## src/rtl/alu_bist.sv

```systemverilog
// alu_bist: built-in self-test sequencer for the MIPS ALU.
// Drives ten directed vectors, waits SETTLE_CYCLES per vector, then checks the
// ALU response and reports pass/fail, failure count and first failing index.
// Optional macro ALU_BIST_FLAGCHK_EN: also check zero (all vectors) and
// cout/ovf (ADD vectors only); otherwise only the result is checked.
module alu_bist #(
  parameter int unsigned SETTLE_CYCLES = 2
) (
  input  logic        clk,
  input  logic        reset,
  input  logic        start,
  output logic        busy,
  output logic        done,
  output logic        pass,
  output logic [3:0]  fail_count,
  output logic [3:0]  first_fail,
  output logic [31:0] alu_opA,
  output logic [31:0] alu_opB,
  output logic        alu_cin,
  output logic [2:0]  alu_cmd,
  input  logic [31:0] alu_res,
  input  logic        alu_zero,
  input  logic        alu_ovf,
  input  logic        alu_cout
);

  localparam int unsigned IDX_W  = 4;
  localparam int unsigned CNT_W  = 4;
  localparam logic [IDX_W-1:0] LAST_IDX = 4'd9;
  localparam logic [3:0]       NO_FAIL  = 4'hF;

  localparam logic [2:0] CMD_ADD = 3'd0;
  localparam logic [2:0] CMD_SUB = 3'd1;
  localparam logic [2:0] CMD_XOR = 3'd2;
  localparam logic [2:0] CMD_SLT = 3'd3;
  localparam logic [2:0] CMD_AND = 3'd4;
  localparam logic [2:0] CMD_NOR = 3'd6;
  localparam logic [2:0] CMD_OR  = 3'd7;

  typedef enum logic [2:0] {
    S_IDLE,
    S_DRIVE,
    S_SETTLE,
    S_CHECK,
    S_DONE
  } state_e;

  typedef struct packed {
    logic [2:0]  cmd;
    logic [31:0] a;
    logic [31:0] b;
    logic [31:0] res;
    logic        cout;
    logic        ovf;
    logic        zero;
  } vec_t;

  state_e           state_q, state_d;
  logic [IDX_W-1:0] idx_q, idx_d;
  logic [CNT_W-1:0] cnt_q, cnt_d;
  logic             busy_q, busy_d;
  logic             done_q, done_d;
  logic             pass_q, pass_d;
  logic [3:0]       fail_cnt_q, fail_cnt_d;
  logic [3:0]       first_fail_q, first_fail_d;
  logic [31:0]      opa_q, opa_d;
  logic [31:0]      opb_q, opb_d;
  logic             cin_q, cin_d;
  logic [2:0]       cmd_q, cmd_d;

  vec_t             rom_v;
  logic             mismatch_c;
  logic [3:0]       fail_inc_c;

  // Directed vector ROM indexed by the current vector number
  always_comb begin
    rom_v = '0;
    case (idx_q)
      4'd0: rom_v = '{CMD_ADD, 32'h0000_0001, 32'h0000_0001, 32'h0000_0002, 1'b0, 1'b0, 1'b0};
      4'd1: rom_v = '{CMD_ADD, 32'hFFFF_FFFF, 32'h0000_0001, 32'h0000_0000, 1'b1, 1'b0, 1'b1};
      4'd2: rom_v = '{CMD_ADD, 32'hFFFF_FFFB, 32'h8000_0000, 32'h7FFF_FFFB, 1'b1, 1'b1, 1'b0};
      4'd3: rom_v = '{CMD_AND, 32'h1F06_3821, 32'h3FFF_0E11, 32'h1F06_0801, 1'b0, 1'b0, 1'b0};
      4'd4: rom_v = '{CMD_OR,  32'h1F06_3821, 32'h3FFF_0E11, 32'h3FFF_3E31, 1'b0, 1'b0, 1'b0};
      4'd5: rom_v = '{CMD_NOR, 32'h1F06_3821, 32'h3FFF_0E11, 32'hC000_C1CE, 1'b0, 1'b0, 1'b0};
      4'd6: rom_v = '{CMD_XOR, 32'h1F06_3821, 32'h3FFF_0E11, 32'h20F9_3630, 1'b0, 1'b0, 1'b0};
      4'd7: rom_v = '{CMD_SUB, 32'h0000_0004, 32'h0000_0003, 32'h0000_0001, 1'b0, 1'b0, 1'b0};
      4'd8: rom_v = '{CMD_SLT, 32'h0000_0001, 32'h0400_0001, 32'h0000_0001, 1'b0, 1'b0, 1'b0};
      4'd9: rom_v = '{CMD_SLT, 32'h2000_0001, 32'h0000_0001, 32'h0000_0000, 1'b0, 1'b0, 1'b1};
      default: rom_v = '0;
    endcase
  end

  // Response comparison against the current ROM entry
`ifdef ALU_BIST_FLAGCHK_EN
  always_comb begin
    mismatch_c = (alu_res != rom_v.res) || (alu_zero != rom_v.zero);
    if (rom_v.cmd == CMD_ADD) begin
      mismatch_c = mismatch_c || (alu_cout != rom_v.cout) || (alu_ovf != rom_v.ovf);
    end
  end
`else
  logic unused_flags;
  assign unused_flags = ^{alu_zero, alu_ovf, alu_cout, rom_v.cout, rom_v.ovf, rom_v.zero};

  always_comb begin
    mismatch_c = (alu_res != rom_v.res);
  end
`endif

  assign fail_inc_c = (fail_cnt_q == 4'hF) ? 4'hF : fail_cnt_q + 4'd1;

  // Sequencer next-state and datapath register updates
  always_comb begin
    state_d      = state_q;
    idx_d        = idx_q;
    cnt_d        = cnt_q;
    busy_d       = busy_q;
    done_d       = done_q;
    pass_d       = pass_q;
    fail_cnt_d   = fail_cnt_q;
    first_fail_d = first_fail_q;
    opa_d        = opa_q;
    opb_d        = opb_q;
    cin_d        = cin_q;
    cmd_d        = cmd_q;
    case (state_q)
      S_IDLE, S_DONE: begin
        if (start) begin
          state_d      = S_DRIVE;
          idx_d        = '0;
          busy_d       = 1'b1;
          done_d       = 1'b0;
          pass_d       = 1'b0;
          fail_cnt_d   = '0;
          first_fail_d = NO_FAIL;
        end
      end
      S_DRIVE: begin
        opa_d   = rom_v.a;
        opb_d   = rom_v.b;
        cmd_d   = rom_v.cmd;
        cin_d   = 1'b0;
        cnt_d   = '0;
        state_d = (SETTLE_CYCLES == 0) ? S_CHECK : S_SETTLE;
      end
      S_SETTLE: begin
        if (cnt_q == CNT_W'(SETTLE_CYCLES - 1)) begin
          state_d = S_CHECK;
        end else begin
          cnt_d = cnt_q + 4'd1;
        end
      end
      S_CHECK: begin
        if (mismatch_c) begin
          fail_cnt_d = fail_inc_c;
          if (first_fail_q == NO_FAIL) begin
            first_fail_d = idx_q;
          end
        end
        if (idx_q == LAST_IDX) begin
          state_d = S_DONE;
          busy_d  = 1'b0;
          done_d  = 1'b1;
          pass_d  = (fail_cnt_d == 4'd0);
        end else begin
          idx_d   = idx_q + 4'd1;
          state_d = S_DRIVE;
        end
      end
      default: state_d = S_IDLE;
    endcase
  end

  // State and datapath registers with synchronous reset
  always_ff @(posedge clk) begin
    if (reset) begin
      state_q      <= S_IDLE;
      idx_q        <= '0;
      cnt_q        <= '0;
      busy_q       <= 1'b0;
      done_q       <= 1'b0;
      pass_q       <= 1'b0;
      fail_cnt_q   <= '0;
      first_fail_q <= NO_FAIL;
      opa_q        <= '0;
      opb_q        <= '0;
      cin_q        <= 1'b0;
      cmd_q        <= CMD_ADD;
    end else begin
      state_q      <= state_d;
      idx_q        <= idx_d;
      cnt_q        <= cnt_d;
      busy_q       <= busy_d;
      done_q       <= done_d;
      pass_q       <= pass_d;
      fail_cnt_q   <= fail_cnt_d;
      first_fail_q <= first_fail_d;
      opa_q        <= opa_d;
      opb_q        <= opb_d;
      cin_q        <= cin_d;
      cmd_q        <= cmd_d;
    end
  end

  assign busy       = busy_q;
  assign done       = done_q;
  assign pass       = pass_q;
  assign fail_count = fail_cnt_q;
  assign first_fail = first_fail_q;
  assign alu_opA    = opa_q;
  assign alu_opB    = opb_q;
  assign alu_cin    = cin_q;
  assign alu_cmd    = cmd_q;

endmodule

```

## config.mk

```make
export PLATFORM = sky130hd
export DESIGN_NAME = alu_bist
export DESIGN_NICKNAME = d
export VERILOG_FILES = /design/src/rtl/alu_bist.sv
export SDC_FILE = /design/constraint.sdc
export NUM_CORES = 1
export LEC_CHECK = 0
export CORE_ASPECT_RATIO = 0.6
export CORE_MARGIN = 4
export CORE_UTILIZATION = 40
export CTS_BUF_LIST = sky130_fd_sc_hd__clkbuf_2 sky130_fd_sc_hd__clkbuf_4 sky130_fd_sc_hd__clkbuf_8
export DETAILED_ROUTE_END_ITERATION = 10
export MAX_ROUTING_LAYER = met4
export PLACE_DENSITY = 0.82
export RECOVER_POWER = 100
export SLEW_MARGIN = 15
export SYNTH_ARGS = -nofsm -noshare
export SYNTH_HDL_FRONTEND = slang
export SYNTH_SLANG_ARGS = --single-unit
```

## constraint.sdc

```tcl
create_clock -name clk -period 3.59 [get_ports clk]
set_input_delay 0.359 -clock clk [delete_from_list [all_inputs] [get_ports clk]]
set_output_delay 0.359 -clock clk [all_outputs]
set_load 0.01 [all_outputs]
```

==> reports/metrics.sh <==
GRT_MAX_DEGREE=26
TIMING.FMAX_MHz=333
LAYOUT_MIN_CYCLE_TIME_PS=3000
DRT_DRC_VIOLATIONS_LEFT=0
CLOCK_TREE.BUFFER_DEPTH=2
GRT_SETUP_UNREPAIRED='no'
TIMING_HOLD_VIOLATIONS_FINAL=0
FIN_AREA_SQ_UM=3820
FINAL.HOLD.WORST_SLACK_PS=443
PLACEMENT.SETUP.WORST_SLACK_PS=771
SLOWEST_STAGE='sky130_fd_sc_hd__mux2i_1'
STATIC-LEAKAGE-POWER_nW=1.64
NETSWITCHINGFRACTION_PCT=32.3
SYNTH-ASYNC-RESET-RATIO_PCT=0
WIRE_LENGTH_OF_THE_FIRST_GLOBAL_ROUTING_PASS_MM=10.8
PORT-BUFFER-COUNT=101
CLOCK_SINK_COUNT=54
PLACEDINSTANCEAREA_SQ_UM=3760
FLOORPLAN.INITIALDENSITY_PCT=41.4
CLK_LATENCY_PS=320
MIN_DELAY_WORST_ENDPOINT='alu_opA[28]'
CRITICAL_PATH.MAX_FANOUT=15
DRT_FIRST_PASS_ITERS=4
SYNTH.YOSYS.WARNINGS=0
DRIVE_GT1_SHARE_PCT=4.59
CRIT_REQUIRED_PS=3800
POWER.DENSITY_nW_PER_UM2=356
FINALCLOCKSKEW_PS=12.4
SETUP_TNS_PS=0
YOSYS_REGISTER_BITS=54
CRITICAL_PATH.STARTPOINT_TYPE='flip-flop'
POST_CTS_RESIZE_COUNT=0
WIRELENGTH_MM=7.01
GLOBALROUTEOVERFLOWTOTAL=0
POST_SYNTH.CELL_AREA_AVG_SQ_UM=8.47
SYNTHTOPCELLSBYAREA='sky130_fd_sc_hd__dfxtp_1, sky130_fd_sc_hd__buf_4, sky130_fd_sc_hd__nand2_1'
CLOCK_POWER_SHARE_PCT=26.5
RR_ENDPOINT='rom_v[35]'
CLK_TRANSITION_REPORTED_PATHS_PS=100
MAX_STAGE_DELAY_PS=800
CTS_HOLD_BUF=0
SYNTH-EDFF-COUNT=0
CRITPATHKIND='flip-flop to flip-flop'
HOLD_DEPTH=2
PLACEABLECOREAREA_SQ_UM=7330
N_ANTENNA_CELL=0
SYNTHDOMINANTAREACELLTYPE='sky130_fd_sc_hd__dfxtp_1'
VIA_COUNT=2576
AREA_DELTA_SYNTH_FINAL_PCT=25.9
POWER.IR.VDD_WORST_mV=0.213
GRT_USE_TOTAL_PCT=15.2
FILLERS=706
TOP_AREA_CELL_TYPE_SHARE_OF_THE_NETLIST_AREA_PCT=35.7
DRT_ITER0_DRC=127
LAYOUT_WORST_PATH_CYCLE_SHARE_PCT=83.6
FINALPOWER_mW=1.36
MAX_SLEW.WORST_PIN.SLEW_PS=1150
HOLD_PATH.STARTPOINT='rom_v[95]'
FLOORPLAN.DIE_AREA_SQ_UM=9080
CELL_INTERNAL_PWR_uW=920
LAYOUTNONFILLERINSTCOUNT=518
FINAL_CELL_MIX='sky130_fd_sc_hd__dlygate4sd3_1, sky130_fd_sc_hd__dfxtp_1, sky130_fd_sc_hd__nand2_1'
DPL.HPWL_MM=5.48
DIE_WIDTH_UM=120
FINAL_CRITICAL_PATH_SETUP_SLACK_PS=588
OUTCOME='finished, final reports clean'
CRITPATHCAPTURETYPE='flip-flop'
YOSYSSEQAREASHARE_PCT=35.7
ANTENNA_VIOLATING_NETS_POST_ROUTE=0
GRT_PASS1_VIAS=2278
TRITONCTS.NUM_BUFFERS=5
IO_PINS=117
FINAL_UTIL_PCT=52.1
ROUTED_LENGTH_PER_INSTANCE_UM=13.5
DRT_VIA_DENSITY=4.97
CTS_TREE='yes'
MAXCAPVIOLCOUNT=0
CP_CELL_SEQUENCE='nand3b_1 -> nor3_1 -> mux2i_1 -> o21ai_0 -> a2bb2o_1'
P_SEQ_SHARE_PCT=50.7
CRIT_ARRIVAL_PS=3210
REG2REG_SETUP_SLACK_PS=590
SLEW_LIMIT_FAILS=0
HTREE_NUM_LEVELS=2
SLEW-LIMIT-HEADROOM_PCT=23.1
SYNTHESIS.AREA_SQ_UM=3030
GATE_COUNT_POST_SYNTH=358
INITIAL_ANTENNA_VIOLATION_COUNT=0
HOLD_PATH.CLASS='flip-flop to flip-flop'
COMBINATIONALPOWERSHARE_PCT=22.8
YOSYS.CELL_TYPES.COUNT=64
PLACEDCELLCOUNT=510
FLOORPLAN.ROWS=24
DIE_Y_UM=75.4
FINALSETUPVIOLCOUNT=0
WORST_R2R_STARTPOINT='state_q[0]'
FIN_NETS=462
GLOBALPLACE.CONGESTION=0.873
POST-CTS-SETUP-BUFFER-COUNT=0
CLK_ROOT_BUFFER_CELL='sky130_fd_sc_hd__clkbuf_8'
REG2REG_DEPTH=5
FINAL_COMMON_CELL='sky130_fd_sc_hd__dlygate4sd3_1'
TOTAL_SWITCHING_POWER_uW=439
SYNTH_FLOP_CELL='sky130_fd_sc_hd__dfxtp_1'
## power groups by stage
stage / registers (mW) / logic, mW / clock network (mW)
floorplan: 0.686 / 0.234 / 0
global placement: 0.702 / 0.314 / 0
detailed placement: 0.706 / 0.325 / 0
CTS: 0.692 / 0.327 / 0.370
global route: 0.697 / 0.345 / 0.396
finish: 0.689 / 0.310 / 0.360
## kinds of logic (layout without fill, tap and decap cells)
| family | count (synthesis) | in the layout | share of synthesized area [%] |
|---|---|---|---|
| AO/OA/AOI/OAI | 75 | 75 | 16.5 |
| XOR/XNOR | 4 | 4 | 1.16 |
| adder cells (fa/ha/maj) | 11 | 11 | 4.54 |
| buffers and inverters | 78 | 123 | 17.1 |
| flip-flops | 54 | 54 | 35.7 |
| multiplexers | 4 | 4 | 1.86 |
| other | 1 | 12 | 0.124 |
| AND/OR/NAND/NOR | 131 | 131 | 23.1 |
## per-layer routing
layer  vias up  wire length, um  share of wire, %  track usage, %
met5         -                0                 0               -
met4         0               51              0.73            3.39
met3         7              298               4.3            3.12
met2        61             3330                47            23.7
met1      1196             3330                48            20.5
li1       1312                -                 -               -
## sequential cells by signal, indices dropped and copies added, names as in the netlist
register and flops:
rom_v 19, alu_opA 5, alu_opB 5, cnt_q 4, fail_count 4, first_fail 4
idx_q 4, alu_cmd 3, state_q 3, busy 1, done 1, pass 1
## cells in the mapped netlist, drive strengths merged, types with 2 or more instances
library cell / count
or4: 3
o22ai: 3
or2: 2
a21o: 5
mux2i: 4
nand4: 8
buf: 60
a211o: 2
a2bb2o: 2
a221o: 2
xor2: 3
and2: 2
nand2: 40
nor4: 6
a211oi: 4
or3: 6
a21oi: 28
o21ai: 13
nand3: 10
o211ai: 2
ha: 11
a22o: 2
o211a: 2
nor3: 12
dfxtp: 54
and4: 2
and3: 8
and3b: 2
nand2b: 4
nand3b: 3
inv: 12
a2111oi: 3
nor2: 19
clkbuf: 6
## final cells by class
| class | count | area, sq um | share of cell area [%] |
|---|---|---|---|
| Inverter | 12 | 47.5 | 1.25 |
| Clock buffer | 5 | 68.8 | 1.80 |
| Clock inverter | 3 | 26.3 | 0.688 |
| Multi-Input combinational cell | 237 | 1440 | 37.7 |
| Tap cell | 104 | 130 | 3.41 |
| Timing Repair Buffer | 103 | 1030 | 26.9 |
| Sequential cell | 54 | 1080 | 28.3 |
## how the worst max path moves through the flow
stage / start / endpoint / slack (ps) / depth (start not counted)
after floorplan: state_q[2] / rom_v[3] / 1330 / 10
after global placement: start / rom_v[96] / 890 / 9
after detailed placement: start / rom_v[96] / 770 / 9
after CTS: state_q[0] / rom_v[3] / 850 / 8
after global routing: state_q[0] / rom_v[3] / 310 / 8
final: state_q[0] / rom_v[35] / 590 / 5
## worst max-delay path: cells and delay by family (launching register included)
kind	cells	cell delay [ps]
AND/OR/NAND/NOR	2	810
multiplexers	1	800
flip-flops	1	660
AO/OA/AOI/OAI	2	620
Power figures use the tool's default switching activity.
==> RTL edit 1, RTL diff (same settings) <==
Set the localparam `CNT_W` to 6 (it was 4).
--- a/src/rtl/alu_bist.sv
+++ b/src/rtl/alu_bist.sv
@@ -26,5 +26,5 @@
 
   localparam int unsigned IDX_W  = 4;
-  localparam int unsigned CNT_W  = 4;
+  localparam int unsigned CNT_W  = 6;
   localparam logic [IDX_W-1:0] LAST_IDX = 4'd9;
   localparam logic [3:0]       NO_FAIL  = 4'hF;
Formal check against the unedited RTL: no difference found for any inputs over 10 cycles, from zero or initial values and one cycle with reset high; that may be too few to reach the edited logic, so the function may still have changed.
==> RTL edit 1 against the original RTL <==
  * Synthesized cell count is 1.1% higher
  * Power is 6.0% lower
  * Synthesized area is 2.1% higher
  * Wire length is 0.98% higher
  * Cell area is 0.85% higher
  * Worst setup slack better by 140 ps
  * Sequential cell count is 2 higher
  * The flow now finishes with violations (capacitance limit, slew limit)
  * Critical path type is now in -> reg
  * First-iteration DRC count is 37% higher
==> RTL edit 1: results (changes against the original RTL) <==
[metrics] detailed-route wire length per cell: 13.6 um (+0.79%)
[metrics] non-clock inverter count: 13 (+1)
[metrics] number of placed instances, taps included: 511 (+0.20%)
[metrics] violated checks: capacitance limit, slew limit
[metrics] clock tree skew after final layout: 9.71 ps (-2.73 ps)
[metrics] worst-case register-to-register setup slack: 770 ps (+180 ps)
[metrics] flip-flop and latch share of the layout cell area: 0.291 (+0.00801)
[metrics] vias in the first global route: 2410 (+5.8%)
[metrics] critical path startpoint: alu_res[11]
[metrics] Max Cap Viol: 1 (+1)
[metrics] Static Leak: 1.62 nW (-1.2%)
[metrics] CP Capture Point: fail_count[0]
[metrics] clock network power consumption: 0.000353 W (-2%)
[metrics] sequential group power: 0.000679 W (-1%)
[metrics] fraction of layout cells with a size suffix above 1: 0.0434 (-0.00252)
[metrics] pin count of the biggest net entering global routing: 25 (-3.8%)
[metrics] final-layout worst hold slack: 447 ps (+3.53 ps)
[metrics] outcome: finished with violations
[metrics] wire length of the first global-routing pass: 11.6 mm (+7.2%)
[metrics] top cells by count, synth: buf_4 (56), dfxtp_1 (56), nand2_1 (42)
[metrics] DP HPWL: 5.44 mm (-0.83%)
[metrics] Seq cells: 56 (+3.7%)
[metrics] # fillers: 693 (-1.8%)
[metrics] maximum net fanout on the critical path: 7 (-8)
[metrics] sequential fraction of the synthesis area: 0.362 (+0.00558)
[metrics] final-stage net count: 464 (+0.43%)
[metrics] iteration-0 DRC count of the detailed router: 174 (+37%)
[metrics] crit path DAT: 3070 ps (-140 ps)
[metrics] gp weighted congestion: 0.861 (-1.4%)
[metrics] relative area of non-clock buffer cells in the final design: 0.266 (-0.00324)
[metrics] worst r2r dst: rom_v[95]
[metrics] core utilization of the finished layout: 0.521 (about the same)
[metrics] cell count after synthesis: 362 (+1.1%)
[metrics] #MultiIn Comb: 235 (-0.84%)
[metrics] slew at the pin closest to its max-slew limit: 1880 ps (+729 ps)
[metrics] switching share of power: 0.297 (-0.0263)
[metrics] sequential group share of total power: 0.531 (+0.024)
[metrics] number of max-slew violations in the final report: 20 (+20)
[metrics] post-route insts no fill: 519 (+0.19%)
[metrics] launch point of the worst reg-to-reg path: idx_q[1]
## RTL edit 1: cell types whose count changed after synthesis, sizes merged, moves of 5 or more
cell	delta
o32ai	+6
and3	-7
or4	+5
nand2b	+5
## RTL edit 1: worst max-delay path, cell delays in order
cell	delay [ps]
dlygate4sd3_1	550
or4_1	520
a22oi_1	210
o2111ai_1	340
o21ai_0	770
mux2i_1	270
nor2_1	60
## RTL edit 1: kinds of logic (layout without fill, tap and decap cells)
| kind of cell | after synthesis | after routing | synth area share |
|---|---|---|---|
| flops | 56 | 56 | 0.362 |
| mux | 8 | 8 | 0.0267 |
| buf+inv | 82 | 124 | 0.169 |
| xor+xnor | 9 | 9 | 0.0255 |
| simple gates | 129 | 129 | 0.219 |
| fa+ha+maj | 12 | 12 | 0.0485 |
| other cells | 1 | 12 | 0.00121 |
| compound gates | 65 | 65 | 0.148 |
## RTL edit 1: routing by layer
metal	GRT usage	routed length, um
met1	0.207	3360
met2	0.235	3310
met3	0.0430	379
met4	0.0224	34
met5	-	0
==> RTL edit 2, RTL diff (same flow settings) <==
Made on the original files. Encoding of `state_e`: now one-hot (5 bits for 5 states).
--- a/src/rtl/alu_bist.sv
+++ b/src/rtl/alu_bist.sv
@@ -38,10 +38,10 @@
   localparam logic [2:0] CMD_OR  = 3'd7;
 
-  typedef enum logic [2:0] {
-    S_IDLE,
-    S_DRIVE,
-    S_SETTLE,
-    S_CHECK,
-    S_DONE
+  typedef enum logic [4:0] {
+    S_IDLE   = 5'b00001,
+    S_DRIVE  = 5'b00010,
+    S_SETTLE = 5'b00100,
+    S_CHECK  = 5'b01000,
+    S_DONE   = 5'b10000
   } state_e;
 
Behaviour: no difference found for any inputs over 10 cycles, from zero or initial values and one cycle with reset high; not proved beyond that.
==> RTL edit 2 against the original RTL <==
  * Synthesized area is 8.3% higher
  * Cell area increased by 4.3%
  * Sequential cell count rose by 2
  * Wire length rose by 7.8%
  * Via count rose by 3.7%
  * Power fell by 6.8%
  * Combinational power is 25% lower
  * Worst setup slack got worse by 160 ps
==> RTL edit 2: results (changes against the original RTL) <==
[metrics] outcome: finished clean
[metrics] launch point of the worst reg-to-reg path: state_q[0]
[metrics] clock network area share: 0.0236 (-0.00133)
[metrics] # fillers: 732 (+3.7%)
[metrics] max layer used: met4
[metrics] DP HPWL: 5.85 mm (+6.7%)
[metrics] top cells by count, synth: dfxtp_1 (56), buf_4 (55), nand2_1 (49)
[metrics] most area-consuming cells after synthesis: dfxtp_1 (34%), buf_4 (13%), nand2_1 (5.6%)
[metrics] vias in the first global route: 2446 (+7.4%)
[metrics] Met2 Wirelength: 3.33 mm (+0.12%)
[metrics] #MultiIn Comb: 246 (+3.8%)
[metrics] number of non-clock buffers: 104 (+0.97%)
[metrics] Yosys cell types: 70 (+9.4%)
[metrics] iteration-0 DRC count of the detailed router: 108 (-15%)
[metrics] detailed-routed wire length on met3: 453 um (+52%)
[metrics] wire length of the first global-routing pass: 12.4 mm (+14%)
[metrics] Total GRT Usage: 0.156 (+0.00430)
[metrics] non-clock inverter count: 14 (+2)
[metrics] launch instance of the worst min-delay path: rom_v[101]
[metrics] clock tree skew after final layout: 8.49 ps (-3.94 ps)
[metrics] Static Leak: 1.66 nW (+1.1%)
[metrics] critical path startpoint: alu_res[11]
[metrics] gp weighted congestion: 0.941 (+7.8%)
[metrics] post-route met1 wirelength: 3.71 mm (+11%)
[metrics] maximum resistive drop on vdd: 138 uV (-35%)
[metrics] final-stage net count: 477 (+3.2%)
[metrics] sequential fraction of the synthesis area: 0.341 (-0.0152)
[metrics] fraction of layout cells with a size suffix above 1: 0.0748 (+0.0289)
[metrics] post-cts resize count: 0 (unchanged)
[metrics] maximum net fanout on the critical path: 11 (-4)
[metrics] slew at the pin closest to its max-slew limit: 1120 ps (-23.5 ps)
[metrics] register area: 1120 sq um (+3.7%)
[metrics] relative area of non-clock buffer cells in the final design: 0.259 (-0.0100)
[metrics] pin count of the biggest net entering global routing: 22 (-15%)
[metrics] register bit count reported by yosys: 56 (+3.7%)
[metrics] multi-input combinational area share: 0.389 (+0.0123)
[metrics] crit path DAT: 3410 ps (+200 ps)
[metrics] detailed-route wire length per cell: 14.1 um (+4.2%)
[metrics] vias post-DR: 2672 (+3.7%)
==> RTL edit 2: logic make-up after synthesis <==
logic type                 Yosys count  share of synthesized area
adders and majority gates           12                     0.0457
muxes                                7                     0.0221
and+or+nand+nor                    142                      0.236
AOI/OAI and AO/OA                   65                      0.159
DFF                                 56                      0.341
xor gates and xnor gates             8                     0.0213
other                                1                    0.00114
buffers and inverters               82                      0.173
==> RTL edit 2: stage by stage <==
stage / hold slack [ps] / util / instance area, sq um / instances / setup slack [ps]
finish: 436 / 0.501 / 3980 / 536 / 424
global route: 459 / 0.501 / 3980 / 536 / 162
CTS: 443 / 0.512 / 4070 / 536 / 612
detailed placement: 427 / 0.501 / 3980 / 528 / 476
global placement: 427 / 0.501 / 3980 / 528 / 507
floorplan: 417 / - / 3330 / 384 / 1110
==> RTL edit 2: report_power, final <==
part	internal (W)	total [W]	switching (W)
registers	0.000639	0.000669	0.0000303
clock network	0.000143	0.000366	0.000224
logic	0.000105	0.000232	0.000127
total	0.000886	0.00127	0.000381
==> RTL edit 2: worst paths after layout <==
| path | slack, ps | to | cells past startpoint |
|---|---|---|---|
| worst max register to register | 440 | rom_v[61] | 9 |
| worst min register to register | 440 | alu_cmd[2] | 2 |
| worst min-delay path | 440 | alu_cmd[2] | 2 |
| worst max-delay path | 420 | fail_count[3] | 8 |
==> RTL edit 2: worst max-delay path, cell delays in order <==
cell           delay, ps
dlygate4sd3_1        560
or4_4                530
a22oi_1              260
o221ai_2             130
nor4_1               650
clkbuf_1             470
o41ai_1              170
a221oi_2             280
==> RTL edit 2: routing by layer <==
layer | vias up | track usage
met4 | 0 | 0.0357
met1 | 1249 | 0.210
met5 | - | -
met3 | 6 | 0.0449
li1 | 1339 | -
met2 | 78 | 0.233
